`src/rtl/threewire_cmd_queue_pkg.sv`:
```
// Purpose : shared definitions for the threewire command sequencer (FSM states, entry width).
// Latency : n/a (types and constant functions only).
// Backpressure: n/a.
package threewire_cmd_queue_pkg;

  // Sequencer states; encodings are fixed so they read the same in every dump.
  typedef enum logic [2:0] {
    ST_IDLE      = 3'd0,
    ST_START     = 3'd1,
    ST_WAIT_BUSY = 3'd2,
    ST_WAIT_DONE = 3'd3,
    ST_CAPTURE   = 3'd4
  } tw_state_t;

  // Command FIFO entry: {wr, addr, data}.
  function automatic int cmd_entry_bits(input int addr_bits, input int data_bits);
    return 1 + addr_bits + data_bits;
  endfunction

endpackage

```
`src/rtl/threewire_cmd_queue_sync_fifo.sv`:
```
// Purpose : single-clock FIFO with occupancy count; head is presented combinationally (0 when empty).
// Latency : a push is visible at the head the cycle after it is written.
// Backpressure: push refused when full unless a same-cycle pop frees the slot; pop ignored when empty.
//
// Ports: in_clk/in_rst_n clock and async active-low reset; in_push/in_push_data write side;
//        in_pop read side; out_head head entry; out_count/out_full/out_empty occupancy.
module sync_fifo #(
  parameter int WIDTH = 8,
  parameter int DEPTH = 4
) (
  input  logic                     in_clk,
  input  logic                     in_rst_n,
  input  logic                     in_push,
  input  logic [WIDTH-1:0]         in_push_data,
  input  logic                     in_pop,
  output logic [WIDTH-1:0]         out_head,
  output logic [$clog2(DEPTH):0]   out_count,
  output logic                     out_full,
  output logic                     out_empty
);

  localparam int AW = $clog2(DEPTH);

  logic [WIDTH-1:0] mem [DEPTH];
  logic [AW:0]      wr_ptr;
  logic [AW:0]      rd_ptr;
  logic             do_push;
  logic             do_pop;

  // Pointers carry one extra wrap bit so full and empty are distinguishable.
  assign out_count = wr_ptr - rd_ptr;
  assign out_empty = (wr_ptr == rd_ptr);
  assign out_full  = (wr_ptr[AW] != rd_ptr[AW]) && (wr_ptr[AW-1:0] == rd_ptr[AW-1:0]);

  assign do_pop  = in_pop && !out_empty;
  assign do_push = in_push && (!out_full || do_pop);

  assign out_head = out_empty ? '0 : mem[rd_ptr[AW-1:0]];

  always_ff @(posedge in_clk or negedge in_rst_n) begin
    if (!in_rst_n) begin
      wr_ptr <= '0;
      rd_ptr <= '0;
    end else begin
      if (do_push) wr_ptr <= wr_ptr + (AW+1)'(1);
      if (do_pop)  rd_ptr <= rd_ptr + (AW+1)'(1);
    end
  end

  // Storage needs no reset: the head is masked while the FIFO is empty.
  always_ff @(posedge in_clk) begin
    if (do_push) mem[wr_ptr[AW-1:0]] <= in_push_data;
  end

endmodule

```
`src/rtl/threewire_cmd_queue.sv`:
```
// Purpose : buffers register read/write commands and issues them one at a time to the threewire master.
// Latency : command pushed into an empty queue at T is held at T+1, start pulse at T+2.
// Backpressure: out_cmd_ready low when the command FIFO is full; reads wait for a free response slot.
//
// Ports: in_cmd_* host command side (valid/ready); out_rsp_*/in_rsp_ready read responses;
//        out_tw_* / in_tw_* master control and status; out_busy activity; out_timeout_err sticky error.
module threewire_cmd_queue
  import threewire_cmd_queue_pkg::*;
#(
  parameter int ADDR_BITS     = 10,
  parameter int DATA_BITS     = 32,
  parameter int CMD_DEPTH     = 8,
  parameter int RSP_DEPTH     = 4,
  parameter int START_TIMEOUT = 15
) (
  input  logic                 in_clk,
  input  logic                 in_rst_n,
  input  logic                 in_cmd_valid,
  output logic                 out_cmd_ready,
  input  logic                 in_cmd_wr,
  input  logic [ADDR_BITS-1:0] in_cmd_addr,
  input  logic [DATA_BITS-1:0] in_cmd_data,
  output logic                 out_rsp_valid,
  input  logic                 in_rsp_ready,
  output logic [DATA_BITS-1:0] out_rsp_data,
  output logic                 out_tw_start,
  output logic                 out_tw_mode_wr,
  output logic [ADDR_BITS-1:0] out_tw_addr,
  output logic [DATA_BITS-1:0] out_tw_wr_data,
  input  logic [DATA_BITS-1:0] in_tw_rd_data,
  input  logic                 in_tw_in_progress,
  output logic                 out_busy,
  output logic                 out_timeout_err
);

  localparam int CMD_W  = cmd_entry_bits(ADDR_BITS, DATA_BITS);
  localparam int TMO_W  = $clog2(START_TIMEOUT + 1);
  localparam int CMD_CW = $clog2(CMD_DEPTH) + 1;
  localparam int RSP_CW = $clog2(RSP_DEPTH) + 1;

  tw_state_t          state;
  logic [TMO_W-1:0]   tmo_cnt;
  logic [CMD_W-1:0]   cmd_head;
  logic [CMD_CW-1:0]  cmd_count;
  logic               cmd_full;
  logic               cmd_empty;
  logic [RSP_CW-1:0]  rsp_count;
  logic               rsp_full;
  logic               rsp_empty;
  logic               head_wr;
  logic               rsp_slot_free;
  logic               issue;
  logic               cmd_push;
  logic               rsp_push;

  assign cmd_push = in_cmd_valid && !cmd_full;
  assign head_wr  = cmd_head[CMD_W-1];

  // Only one transfer is ever in flight and a read fills its slot in CAPTURE before
  // the FSM is back in IDLE, so in IDLE the pending-read reservation is always zero
  // and the response count alone decides whether a read may be admitted.
  assign rsp_slot_free = (rsp_count < RSP_CW'(RSP_DEPTH));
  assign issue         = (state == ST_IDLE) && !cmd_empty && (head_wr || rsp_slot_free);
  assign rsp_push      = (state == ST_CAPTURE) && !rsp_full;

  assign out_cmd_ready = !cmd_full;
  assign out_rsp_valid = !rsp_empty;
  assign out_busy      = (state != ST_IDLE) || (cmd_count != '0);

  // Holding registers load only on the IDLE pop so mode/addr/data stay put for the
  // whole transfer while the master samples them.
  always_ff @(posedge in_clk or negedge in_rst_n) begin
    if (!in_rst_n) begin
      state           <= ST_IDLE;
      out_tw_start    <= 1'b0;
      out_tw_mode_wr  <= 1'b0;
      out_tw_addr     <= '0;
      out_tw_wr_data  <= '0;
      tmo_cnt         <= '0;
      out_timeout_err <= 1'b0;
    end else begin
      out_tw_start <= 1'b0;
      case (state)
        ST_IDLE: begin
          if (issue) begin
            out_tw_mode_wr <= head_wr;
            out_tw_addr    <= cmd_head[DATA_BITS +: ADDR_BITS];
            out_tw_wr_data <= cmd_head[DATA_BITS-1:0];
            out_tw_start   <= 1'b1;
            state          <= ST_START;
          end
        end
        ST_START: begin
          tmo_cnt <= '0;
          state   <= ST_WAIT_BUSY;
        end
        ST_WAIT_BUSY: begin
          if (in_tw_in_progress) begin
            state <= ST_WAIT_DONE;
          end else if (tmo_cnt == TMO_W'(START_TIMEOUT - 1)) begin
            // Master never acknowledged: drop the command, no response.
            out_timeout_err <= 1'b1;
            state           <= ST_IDLE;
          end else begin
            tmo_cnt <= tmo_cnt + TMO_W'(1);
          end
        end
        ST_WAIT_DONE: begin
          if (!in_tw_in_progress) state <= out_tw_mode_wr ? ST_IDLE : ST_CAPTURE;
        end
        ST_CAPTURE: state <= ST_IDLE;
        default:    state <= ST_IDLE;
      endcase
    end
  end

  sync_fifo #(.WIDTH(CMD_W), .DEPTH(CMD_DEPTH)) u_cmd_fifo (
    .in_clk       (in_clk),
    .in_rst_n     (in_rst_n),
    .in_push      (cmd_push),
    .in_push_data ({in_cmd_wr, in_cmd_addr, in_cmd_data}),
    .in_pop       (issue),
    .out_head     (cmd_head),
    .out_count    (cmd_count),
    .out_full     (cmd_full),
    .out_empty    (cmd_empty)
  );

  sync_fifo #(.WIDTH(DATA_BITS), .DEPTH(RSP_DEPTH)) u_rsp_fifo (
    .in_clk       (in_clk),
    .in_rst_n     (in_rst_n),
    .in_push      (rsp_push),
    .in_push_data (in_tw_rd_data),
    .in_pop       (in_rsp_ready),
    .out_head     (out_rsp_data),
    .out_count    (rsp_count),
    .out_full     (rsp_full),
    .out_empty    (rsp_empty)
  );

endmodule

```
`config.mk`:
```
export PLATFORM = sky130hd
export DESIGN_NAME = threewire_cmd_queue
export DESIGN_NICKNAME = d
export VERILOG_FILES = /design/src/rtl/threewire_cmd_queue_pkg.sv /design/src/rtl/threewire_cmd_queue_sync_fifo.sv /design/src/rtl/threewire_cmd_queue.sv
export SDC_FILE = /design/constraint.sdc
export NUM_CORES = 1
export LEC_CHECK = 0
export CORE_ASPECT_RATIO = 2
export CORE_MARGIN = 2
export CORE_UTILIZATION = 57
export DETAILED_ROUTE_END_ITERATION = 6
export DONT_BUFFER_PORTS = 1
export HOLD_SLACK_MARGIN = 0.06
export PLACE_DENSITY = 0.75
export SYNTH_ARGS = -nofsm -noshare
export SYNTH_HDL_FRONTEND = slang
export SYNTH_SLANG_ARGS = --single-unit
```
`constraint.sdc`:
```
create_clock -name in_clk -period 4.8 [get_ports in_clk]
set_clock_uncertainty 0.05 [all_clocks]
set_input_delay 0.48 -clock in_clk [delete_from_list [all_inputs] [get_ports in_clk]]
set_output_delay 0.48 -clock in_clk [all_outputs]
set_load 0.005 [all_outputs]
```
# Word-level counts from Yosys, hierarchy flattened
# Memory sizes are Yosys's and may differ from the RTL's.
# Cells that the tools add are included.
[word_totals]
mem_count = 2
register_bits = 66
word_cells = 81
inputBits = 80
ram_bits = 472
output_inout_bits = 80
[classes]
addsub = 7
bitwise_logic = 1
magnitude_cmp = 1
eq_ne = 16
muxes = 17
reduce_logical = 26
[mem_list]
columns = ["memory", "words", "width", "rd", "rd_ports_with_merged_regs", "wr", "line_no", "source"]
rows = [
  ["u_cmd_fifo.mem", 8, 43, 1, 0, 1, "threewire_cmd_queue_sync_fifo.sv:24", "logic [WIDTH-1:0] mem [DEPTH];"],
  ["u_rsp_fifo.mem", 4, 32, 1, 0, 1, "threewire_cmd_queue_sync_fifo.sv:24", ""],
]
[op_table]
columns = ["op", "n"]
rows = [
  ["two-way mux 43 bit", 1],
  ["two-way mux 32 bit", 1],
  ["two-way mux 3 bit", 5],
  ["adder 4 x 1 -> 4 bit, second input constant", 3],
  ["case mux 3 bit (4 select lines)", 1],
  ["logical AND 1 bit", 10],
  ["AND reduction 3 bit", 3],
  ["two-way mux 4 bit", 2],
  ["case mux 4 bit (2 select lines)", 1],
  ["adder 3 x 1 -> 3 bit, second input constant", 2],
  ["equality test 3 x 2 -> 1 bit, second input constant", 2],
  ["equality test 3 bit", 2],
  ["two-way mux 1 bit", 6],
  ["!= test 2 bit, second input constant", 3],
  ["equality test 4 bit", 1],
  ["equality test 4 bit, second input constant", 1],
  ["logical NOT 1 bit", 4],
  ["logical OR 1 bit", 4],
  ["nonzero test 4 bit", 1],
  ["subtractor 4 bit", 1],
  ["equality test 3 x 1 -> 1 bit, second input constant", 1],
  ["equality test 3 bit, second input constant", 1],
  ["logical NOT 3 bit", 1],
  ["< comparator 3 bit, second input constant", 1],
  ["other kinds (9)", 10],
]

# Depth between registers and ports, before layout
# Gate-level depths: netlist (run 1).
[depth]
ltp_word = 9
mapped_depth = 10
ltp_nobuf = 7

# By module
# Synthesis (run 1) repeated with hierarchy kept, for this count alone.
[unflattened]
cells_unflattened = 952
hier_area_um2 = 20798.7
[by_module_without_submodules]
columns = ["module", "cells_per_inst", "instances", "area_each_um2", "seq_area_each_um2"]
rows = [
  ["sync_fifo (u_cmd_fifo)", 565, 1, 13387.8, 10530.1],
  ["sync_fifo (u_rsp_fifo)", 248, 1, 5297.6, 3993.8],
  ["threewire_cmd_queue", 139, 1, 2113.3, 1301.2],
]

# Worst setup path before layout (run 1)
# Ideal clock, no wire load.
[synth_timing]
path_type = "reg-to-reg"
from = "reg u_cmd_fifo.rd_ptr[1]"
to = "mem u_cmd_fifo.mem[0][0] (netlist bit), enable pin"
setup_slack_ps = -580
path_stages_with_launch = 11
n_path_buf = 3
setup_time_ps = 497
arrival_ps = 4834
synth_period_minus_slack_ps = 5380
required_time_ps = 4253
path_cell_list = "dfrtp_1 > buf_2 > inv_2 > clkbuf_1 > ha_1 > nand3_1 > nand2b_1 > and2_1 > clkbuf_1 > nand2_1 > nor3_1"
[synth_between]
elab_cells_between_ends = 16
classes_between = "eq/ne (2); mux (3); reduce/logical (10); memory (1)"
[synth_lines]
columns = ["item", "line_no", "source"]
rows = [
  ["start, declared", "threewire_cmd_queue_sync_fifo.sv:26", "logic [AW:0] rd_ptr;"],
  ["start signal, assigned", "threewire_cmd_queue_sync_fifo.sv:46", "if (do_pop) rd_ptr <= rd_ptr + (AW+1)'(1);"],
  ["equality test 3 bit (*)", "threewire_cmd_queue_sync_fifo.sv:33", "assign out_full = (wr_ptr[AW] != rd_ptr[AW]) && (wr_ptr[AW-1:0] == rd_ptr[AW-1:0]);"],
  ["logical AND 1 bit (*)", "threewire_cmd_queue_sync_fifo.sv:33", ""],
  ["logical NOT 1 bit (*)", "--", ""],
  ["via out_cmd_ready", "threewire_cmd_queue.sv:19", "output logic out_cmd_ready,"],
  ["logical AND 1 bit / logical OR 1 bit (equally long branches)", "threewire_cmd_queue.sv:56, threewire_cmd_queue_sync_fifo.sv:36", ""],
  ["logical AND 1 bit (*)", "threewire_cmd_queue_sync_fifo.sv:36", "assign do_push = in_push && (!out_full || do_pop);"],
  ["two-way mux 1 bit (*)", "threewire_cmd_queue_sync_fifo.sv:52", "if (do_push) mem[wr_ptr[AW-1:0]] <= in_push_data;"],
  ["two-way mux 1 bit (not written as such) (*)", "threewire_cmd_queue_sync_fifo.sv:52", ""],
  ["end, declared", "threewire_cmd_queue_sync_fifo.sv:24", ""],
]
# Mark *: on every way through the listed nets, which the timed path passes. The rest lies on a longest branch.

# Worst setup path after layout (run 1)
[layout_timing]
from = "reg u_cmd_fifo.rd_ptr[2]"
to = "mem u_cmd_fifo.mem[6][22] (netlist bit), enable pin"
# Same word-level chain as after synthesis.

==> results.yml, run 1 <==
floorplanning:
  fp.dieW_um: 139
  num_rows: 98
  die_area_um2: 37900
  die_h_um: 273
  initial_core_util: 0.579
  ios: 160
  core_region_area_um2: 35700
cts:
  cts_buffers: 44
  cts_tree: "built"
  postCtsSetupRepairBufs: 0
  clk_latency_ns: 0.57
  clkSlewWorstSetupHoldPaths_ns: 0.07
  cts_buffer_depth: 3
  cts_sinks: 538
  cts_htree_levels: 2
  root_buffer: "clkbuf_16"
power:
  pwr-share-seq: 0.461
  power.switching_w: 0.00405
  combPwrFrac: 0.274
  switching_share: 0.294
  irDropWorstVdd_mv: 0.492
  p_leak_nw: 8.01
  intPower_w: 0.00971
  p_clk_frac: 0.265
  power.density_nw_per_um2: 584
setup_path:
  ff2ff_path_depth: 8
  crit_end: "u_cmd_fifo.mem[6][22]"
  path_delay_family: "simple AND/OR/NAND/NOR gates"
  crit_path_end_kind: "flop"
  path_buf_inv: 2
  arrival_ns: 3.94
  crit_fanout: 41
  worstSetupPathType: "reg2reg"
  rrSetupSlack_ns: 1.07
  path_cells: "inv_1, ha_1, nand3_1, nand2b_1, and2_1, nand2_1, nor2_4, buf_4"
  slowest_stage: "dfrtp_4"
  cp-startpoint: "u_cmd_fifo.rd_ptr[2]"
  worstReg2RegStart: "u_cmd_fifo.rd_ptr[2]"
  cp_slowest_stage_delay_ns: 0.78
  rr_endpoint: "u_cmd_fifo.mem[6][22]"
  cp-start-kind: "flop"
  critPathRequiredTime_ns: 5.01
  worstSetupPathDepth: 8
sta:
  finalCritPeriodShare: 0.777
  period_needed_ns: 3.73
  worst_pin_slew_ns: 1.14
  hold_viol: 0
  slew_headroom: 0.238
  rsz0062_at_grt: "no"
  tns_ns: 0
  drv_slew: 0
  holdWs_ns: 0.0931
  fmax_mhz: 268
  setup-violations-final: 0
synthesis:
  syn_nets: 1113
  yosys_warnings: 0
  netlist_instances: 1019
  synthArstFlopShare: 0.123
  syn_area_um2: 20700
  ys.flop_type: "edfxtp_1"
  syn_area_per_cell_um2: 20.3
  synth_seq_cells: 538
  ys_seq_area_frac: 0.766
  ys_types: 39
  synth_edf_count: 472
layout:
  area_growth_pct: 14.0
  layout_common_cells: "edfxtp_1, nand2_1, mux4_2"
  final_area_um2: 23500
  final_common_cell: "edfxtp_1"
  final_layout_size_suffix_gt1_frac: 0.226
  nets: 1216
route:
  vias_per_cell: 5.94
  detail_route.iter0.violations: 690
  drt_wl_total_um: 38700
  wl_per_cell_um: 24.1
  antenna_left: 0
  drc: 0
  vias: 9561
  dr.pass1.iters: 5
min_path:
  min_path_cells: 2
  hold_class: "in2reg"
run_status:
  outcome: "complete, no violations"
place:
  place_congestion: 0.730
  placement.io_buffers: 0
  hpwl_um: 23100
  placed_cell_area_um2: 21300
global_route:
  grt-ovfl-total: 0
  grt_pass1_wl_um: 60100
  antenna_found_initial: 1
  grt_start_max_net_pins: 67
  grt_pass1_vias: 10500
  grt_usage: 0.208
job:
  drv_cap: 0
[cell families (layout without fill, tap and decap cells)]
family          Yosys count  after routing  synth area share
xor+xnor                 16             16           0.00678
simple gates            207            207            0.0446
mux                     165            165             0.153
flops                   538            538             0.766
fa+ha+maj                14             14           0.00848
compound gates           20             20           0.00703
other cells               0              2                 0
buf+inv                  59            197            0.0140
[worst reg2reg max path: stages (launching register included)]
cell and delay, ns:
dfrtp_4 0.78, inv_1 0.20, ha_1 0.38, nand3_1 0.12, nand2b_1 0.21, and2_1 0.32, nand2_1 0.29, nor2_4 0.72
buf_4 0.37
[registers in the layout, summed over array words and instances (netlist names)]
name	cells
out_timeout_err	1
out_tw_addr	10
out_tw_mode_wr	1
out_tw_start	1
out_tw_wr_data	32
state	3
tmo_cnt	4
u_cmd_fifo.mem	344
u_cmd_fifo.rd_ptr	4
u_cmd_fifo.wr_ptr	4
u_rsp_fifo.mem	128
u_rsp_fifo.rd_ptr	3
u_rsp_fifo.wr_ptr	3
[metal layers]
metal  vias to the layer above  part of all wire  global-route usage
met2                       320              0.56               0.391
met5                         -                 0                   0
met4                         0             0.024              0.0653
met1                      4970              0.36               0.244
li1                       4208                 -                   -
met3                        63             0.056              0.0350
[power groups by stage]
| stage | Sequential, W | Combinational (W) | Clock [W] |
|---|---|---|---|
| final | 0.00634 | 0.00376 | 0.00365 |
| after global routing | 0.00641 | 0.00411 | 0.00390 |
| after CTS | 0.00635 | 0.00386 | 0.00373 |
| after detailed placement | 0.00645 | 0.00371 | 0 |
| after global placement | 0.00641 | 0.00363 | 0 |
| after floorplan | 0.00620 | 0.00303 | 0 |
[cells in the mapped netlist (2+ instances only)]
master	instances	area, µm²
mux2_2	42	473
a211oi_1	2	15.0
buf_4	4	30.0
and2_1	37	231
nor4b_1	2	17.5
clkbuf_1	17	63.8
nor2b_1	2	12.5
nand2b_1	5	31.3
edfxtp_1	472	14200
nand2_1	136	510
xor2_1	5	43.8
mux4_2	116	2610
buf_1	8	30.0
dfrtp_1	66	1650
nor2_1	8	30.0
xnor2_1	11	96.3
nand4_1	2	12.5
nand3_1	12	60.1
mux2_1	3	33.8
nor3_1	3	15.0
a21oi_1	3	15.0
o21ai_0	4	20.0
buf_6	5	56.3
mux2i_1	4	40.0
ha_1	14	175
buf_2	12	60.1
inv_1	12	45.0
[timing repair]
item	in CTS	in global routing
gates resized for setup	0	0
endpoints found under the hold margin	542	0
hold buffers	79	0
[final cells by class]
class / instances / area (µm²)
clock inverter: 17 / 233
sequential: 538 / 15800
tap: 450 / 563
multi-input combinational: 422 / 4600
antenna: 2 / 5.00
inverter: 13 / 48.8
clock buffer: 64 / 1250
fill: 2260 / 12100
timing repair buffer: 103 / 1010
[how the worst min path moves through the flow]
stage / from / end / slack [ns]
floorplan: in_rst_n / out_timeout_err / 0.13
global placement: in_rst_n / out_tw_wr_data[11] / 0.14
detailed placement: in_rst_n / out_tw_wr_data[11] / 0.14
CTS: in_rsp_ready / u_rsp_fifo.rd_ptr[2] / 0.08
global route: in_rsp_ready / u_rsp_fifo.rd_ptr[2] / 0.09
finish: in_rsp_ready / u_rsp_fifo.rd_ptr[2] / 0.09
[through the flow]
step / worst slack [ns] / util / total power [W] / cells
2_1_floorplan: 0.571 / - / 0.00923 / 1019
3_3_place_gp: 1.13 / 0.596 / 0.0100 / 1447
3_5_place_dp: 0.993 / 0.596 / 0.0102 / 1447
4_1_cts: 0.993 / 0.660 / 0.0139 / 1607
5_1_grt: 0.845 / 0.660 / 0.0144 / 1608
6_report: 1.07 / 0.660 / 0.0138 / 1609
Note: power is estimated with default switching activity, not from simulation.
==> inputs of run 2 (changes only) <==
Settings changed: CORE_UTILIZATION 57 to 63, PLACE_DENSITY 0.75 to 0.79.
Clock period 4.8 ns to 3.86 ns, I/O delays scaled along.
==> run 2 against run 1 <==
  * Via count increased by 1.1%
  * Final cell count decreased by 1.5%
  * Total power increased by 25%
  * Clock power increased by 25%
  * Core utilization increased by 7.0 points
  * Global-route usage increased by 2.9 points
  * Critical path type unchanged
  * Largest power group unchanged
==> results.yml, run 2 (synthesis gave the netlist of run 1 again) <==
route:
  vias: 9667
  dr.pass1.iters: 5
  wl_per_cell_um: 25.0
  drc: 0
  drt_wl_total_um: 39600
  vias_per_cell: 6.10
  antenna_left: 0
  detail_route.iter0.violations: 695
cts:
  post_cts_resized: 0
  cts_buffers: 44
  clk_latency_ns: 0.57
  cts_tree: "built"
  clkSlewWorstSetupHoldPaths_ns: 0.07
  hold_buffers: 79
  cts_buffer_depth: 3
  postCtsSetupRepairBufs: 0
  cts_sinks: 538
  root_buffer: "clkbuf_16"
  cts_htree_levels: 2
floorplanning:
  initial_core_util: 0.641
  die_area_um2: 34300
  fp.dieW_um: 132
  ios: 160
  num_rows: 93
  core_region_area_um2: 32200
  die_h_um: 260
layout:
  ff_latch_area_um2: 15800
  final_common_cell: "edfxtp_1"
  final_layout_size_suffix_gt1_frac: 0.230
  area_growth_pct: 13.9
  largest_register_ffs: 344
  nets: 1216
  layout_common_cells: "edfxtp_1, nand2_1, mux4_2"
  final_util: 0.730
  multi_input_area_um2: 4600
  fill_cells: 1871
setup_path:
  cp-start-kind: "flop"
  path_cells: "ha_1, nand3_1, nand2b_1, and2_1, nand2_1, nor3_4, buf_4"
  crit_fanout: 43
  cp_slowest_stage_delay_ns: 0.61
  crit_path_end_kind: "flop"
  slowest_stage: "buf_4"
  worstSetupPathType: "reg2reg"
  critPathRequiredTime_ns: 3.99
  path_delay_family: "simple AND/OR/NAND/NOR gates"
  path_buf_inv: 1
  arrival_ns: 3.25
global_route:
  grt_pass1_wl_um: 60900
  antenna_found_initial: 2
  busiest_layer: "met2"
  grt_start_max_net_pins: 67
  grt_usage: 0.238
  grtUsageMet3: 0.0407
  grt_use_met2: 0.436
  grt-ovfl-total: 0
  grtUsageMet1: 0.278
  grt_pass1_vias: 10400
sta:
  setup-violations-final: 0
  fmax_mhz: 321
  tns_ns: 0
  finalCritPeriodShare: 0.806
  rsz0062_at_grt: "no"
  worst_pin_slew_ns: 1.12
  slew_headroom: 0.252
  drv_slew: 0
  hold_viol: 0
  period_needed_ns: 3.11
power:
  p_clk_frac: 0.266
  power.density_nw_per_um2: 733
  switching_share: 0.295
  combPwrFrac: 0.283
  power.switching_w: 0.00508
  intPower_w: 0.0122
  p_leak_nw: 8.00
  irDropWorstVdd_mv: 0.505
  pwr-share-seq: 0.451
  power_w: 0.0172
place:
  hpwl_um: 22300
  place_congestion: 0.746
  placement.io_buffers: 0
min_path:
  hold_class: "in2reg"
run_status:
  outcome: "complete, no violations"
job:
  drv_cap: 0
run 2: power by group through the flow:
stage	Clock (W)	Combinational, W	Sequential, W
finish	0.00458	0.00487	0.00778
global route	0.00488	0.00530	0.00784
CTS	0.00467	0.00497	0.00778
detailed placement	0	0.00479	0.00788
global placement	0	0.00468	0.00784
floorplan	0	0.00377	0.00771
run 2: layout make-up:
cell class / instances / area share
inverter: 13 / 0.00207
clock inverter: 22 / 0.0128
tap: 427 / 0.0227
antenna: 1 / 0.000106
timing repair buffer: 103 / 0.0426
clock buffer: 59 / 0.0509
multi-input combinational: 422 / 0.196
sequential: 538 / 0.673
run 2: path summary, 6_finish.rpt:
path	cells past startpoint	slack [ns]	to	startpoint
setup / recovery	7	0.75	u_cmd_fifo.mem[0][14]	u_cmd_fifo.wr_ptr[1]
setup reg to reg	7	0.75	u_cmd_fifo.mem[0][14]	u_cmd_fifo.wr_ptr[1]
hold / removal	2	0.12	out_timeout_err	in_tw_in_progress
hold reg to reg	1	0.44	u_cmd_fifo.wr_ptr[3]	u_cmd_fifo.wr_ptr[3]
max in group asynchronous	2	3.02	u_cmd_fifo.rd_ptr[2]	in_rst_n
min in group asynchronous	2	0.38	out_tw_wr_data[11]	in_rst_n
run 2: metrics by stage:
step / setup WS [ns] / std cells / hold slack, ns / instance area (µm²)
after floorplan: -0.369 / 1019 / 0.0404 / 20700
after global placement: 0.830 / 1424 / 0.0445 / 21200
after detailed placement: 0.804 / 1424 / 0.0446 / 21200
after CTS: 0.642 / 1584 / 0.0979 / 23500
after global routing: 0.503 / 1585 / 0.112 / 23500
final: 0.747 / 1585 / 0.119 / 23500
run 2: per-layer routing:
layer	up-vias	share of wire
li1	4205	-
met1	5036	0.36
met2	342	0.55
met3	82	0.054
met4	2	0.034
met5	-	0.00023
==> inputs of run 3 (changes only) <==
Settings changed: CORE_UTILIZATION 63 to 57, PLACE_DENSITY 0.79 to 0.75.
Clock period 3.86 ns to 2.71 ns, I/O delays scaled along.
==> run 3 against run 2 <==
  * Total power is 47% higher
  * Critical path type is now reg2out
  * Register-to-register slack worse by 0.49 ns
  * Hold slack better by 0.053 ns
  * Die area is 10% higher
  * Clock power is 54% higher
  * Global-route usage is 2.4 points lower
  * Combinational power is 50% higher
==> results.yml, run 3 (synthesis gave the netlist of run 1 again) <==
power:
  power.switching_w: 0.00737
  power.density_nw_per_um2: 1050
  irDropWorstVdd_mv: 0.753
  combPwrFrac: 0.288
  p_leak_nw: 8.20
  pwr-share-seq: 0.434
  p_clk_frac: 0.278
  power_w: 0.0254
  switching_share: 0.291
  intPower_w: 0.0180
setup_path:
  cp-start-kind: "flop"
  crit_fanout: 34
  rrSetupSlack_ns: 0.26
  ff2ff_path_depth: 8
  critPathRequiredTime_ns: 2.39
  worstReg2RegStart: "u_cmd_fifo.rd_ptr[2]"
  crit_path_end_kind: "output pin"
  arrival_ns: 2.15
  rr_endpoint: "u_cmd_fifo.mem[0][22]"
  worstSetupPathType: "reg2out"
floorplanning:
  num_rows: 98
  die_area_um2: 37900
  initial_core_util: 0.579
  ios: 160
  fp.dieW_um: 139
  die_h_um: 273
  core_region_area_um2: 35700
route:
  vias_per_cell: 5.92
  detail_route.iter0.violations: 533
  drc: 0
  wl_per_cell_um: 24.3
  dr.pass1.iters: 5
  vias: 9627
  antenna_left: 0
  drt_wl_total_um: 39400
global_route:
  grt_start_max_net_pins: 67
  grt-ovfl-total: 0
  antenna_found_initial: 5
  grt_pass1_vias: 10700
  grt_pass1_wl_um: 61400
  grt_usage: 0.214
sta:
  worst_pin_slew_ns: 0.658
  setup-violations-final: 0
  finalCritPeriodShare: 0.913
  holdWs_ns: 0.173
  rsz0062_at_grt: "no"
  hold_viol: 0
  fmax_mhz: 404
  drv_slew: 0
  period_needed_ns: 2.47
  slew_headroom: 0.561
cts:
  cts_buffer_depth: 3
  clkSlewWorstSetupHoldPaths_ns: 0.07
  cts_buffers: 44
  cts_tree: "built"
  cts_htree_levels: 2
  root_buffer: "clkbuf_16"
  cts_sinks: 538
  postCtsSetupRepairBufs: 0
  clk_latency_ns: 0.57
place:
  hpwl_um: 23600
  placement.io_buffers: 0
  place_congestion: 0.748
job:
  drv_cap: 0
run_status:
  outcome: "complete, no violations"
layout:
  area_growth_pct: 16.4
  largest_register_ffs: 344
  layout_common_cells: "edfxtp_1, nand2_1, mux4_2"
  final_common_cell: "edfxtp_1"
  nets: 1230
  final_layout_size_suffix_gt1_frac: 0.251
min_path:
  hold_class: "in2async"
## run 3: cell types whose count changed in the layout (fill, tap and decap cells not counted), moves of 2 or more
cell       delta
and2_1        -4
and2_2        +3
buf_12       +14
buf_4         -2
bufinv_16     +5
clkbuf_1      -9
clkinv_1      +4
diode_2       +3
inv_2         -2
inv_6         +3
nand2_1       -2
nand2_8       +2
## run 3: area by class of cell
class,instances,area [µm²]
flip-flops and latches,538,15800
fillers,2182,11600
multi-input cells,422,4670
repair buffers,117,1290
clock buffers,49,1150
well taps,450,563
clock inverters,32,469
inverters,13,57.6
diodes,4,10.0
## run 3: how the worst max path moves through the flow
stage,startpoint,end,slack (ns),cells past startpoint
4_1_cts,u_rsp_fifo.rd_ptr[0],out_rsp_data[27],0.02,3
6_report,u_rsp_fifo.rd_ptr[0],out_rsp_data[27],0.24,3
5_1_grt,u_rsp_fifo.rd_ptr[0],out_rsp_data[27],0.11,3
2_1_floorplan,u_cmd_fifo.rd_ptr[1],u_cmd_fifo.mem[0][0],-0.35,10
3_3_place_gp,u_cmd_fifo.rd_ptr[2],u_cmd_fifo.mem[0][22],0.32,8
3_5_place_dp,u_cmd_fifo.rd_ptr[2],u_cmd_fifo.mem[0][34],0.29,8
## run 3: per-layer routing
metal | wire, µm | share of wire | GRT usage
met5 | 11 | 0.00028 | 0
met4 | 1130 | 0.029 | 0.0717
met3 | 2060 | 0.052 | 0.0387
met2 | 22300 | 0.56 | 0.407
met1 | 14000 | 0.35 | 0.241
## run 3: critical path, cell delays in order (launching register included)
cell	delay, ns
dfrtp_2	0.38
buf_6	0.41
mux4_2	0.58
and2_1	0.19
## run 3: timing repair
item | in CTS | in global routing
hold buffers | 80 | 0
setup endpoints to repair | 0 | 31
gates resized for setup | 0 | 1
endpoints found under the hold margin | 549 | 0
## run 3: stage by stage
step                std cells  worst slack [ns]  instance area (µm²)   util  TNS (ns)
floorplan                1019            -0.351                20800      -    -29.45
global placement         1460             0.319                21600  0.605         0
detailed placement       1460             0.295                21600  0.605         0
CTS                      1621            0.0189                24000  0.673         0
global route             1625             0.115                24000  0.674         0
finish                   1625             0.235                24000  0.674         0
## run 3: power by group through the flow
stage	clock network, W	logic (W)	registers [W]
3_3_place_gp	0	0.00706	0.0111
3_5_place_dp	0	0.00722	0.0112
5_1_grt	0.00748	0.00797	0.0111
4_1_cts	0.00718	0.00747	0.0110
6_report	0.00704	0.00731	0.0110
2_1_floorplan	0	0.00557	0.0110
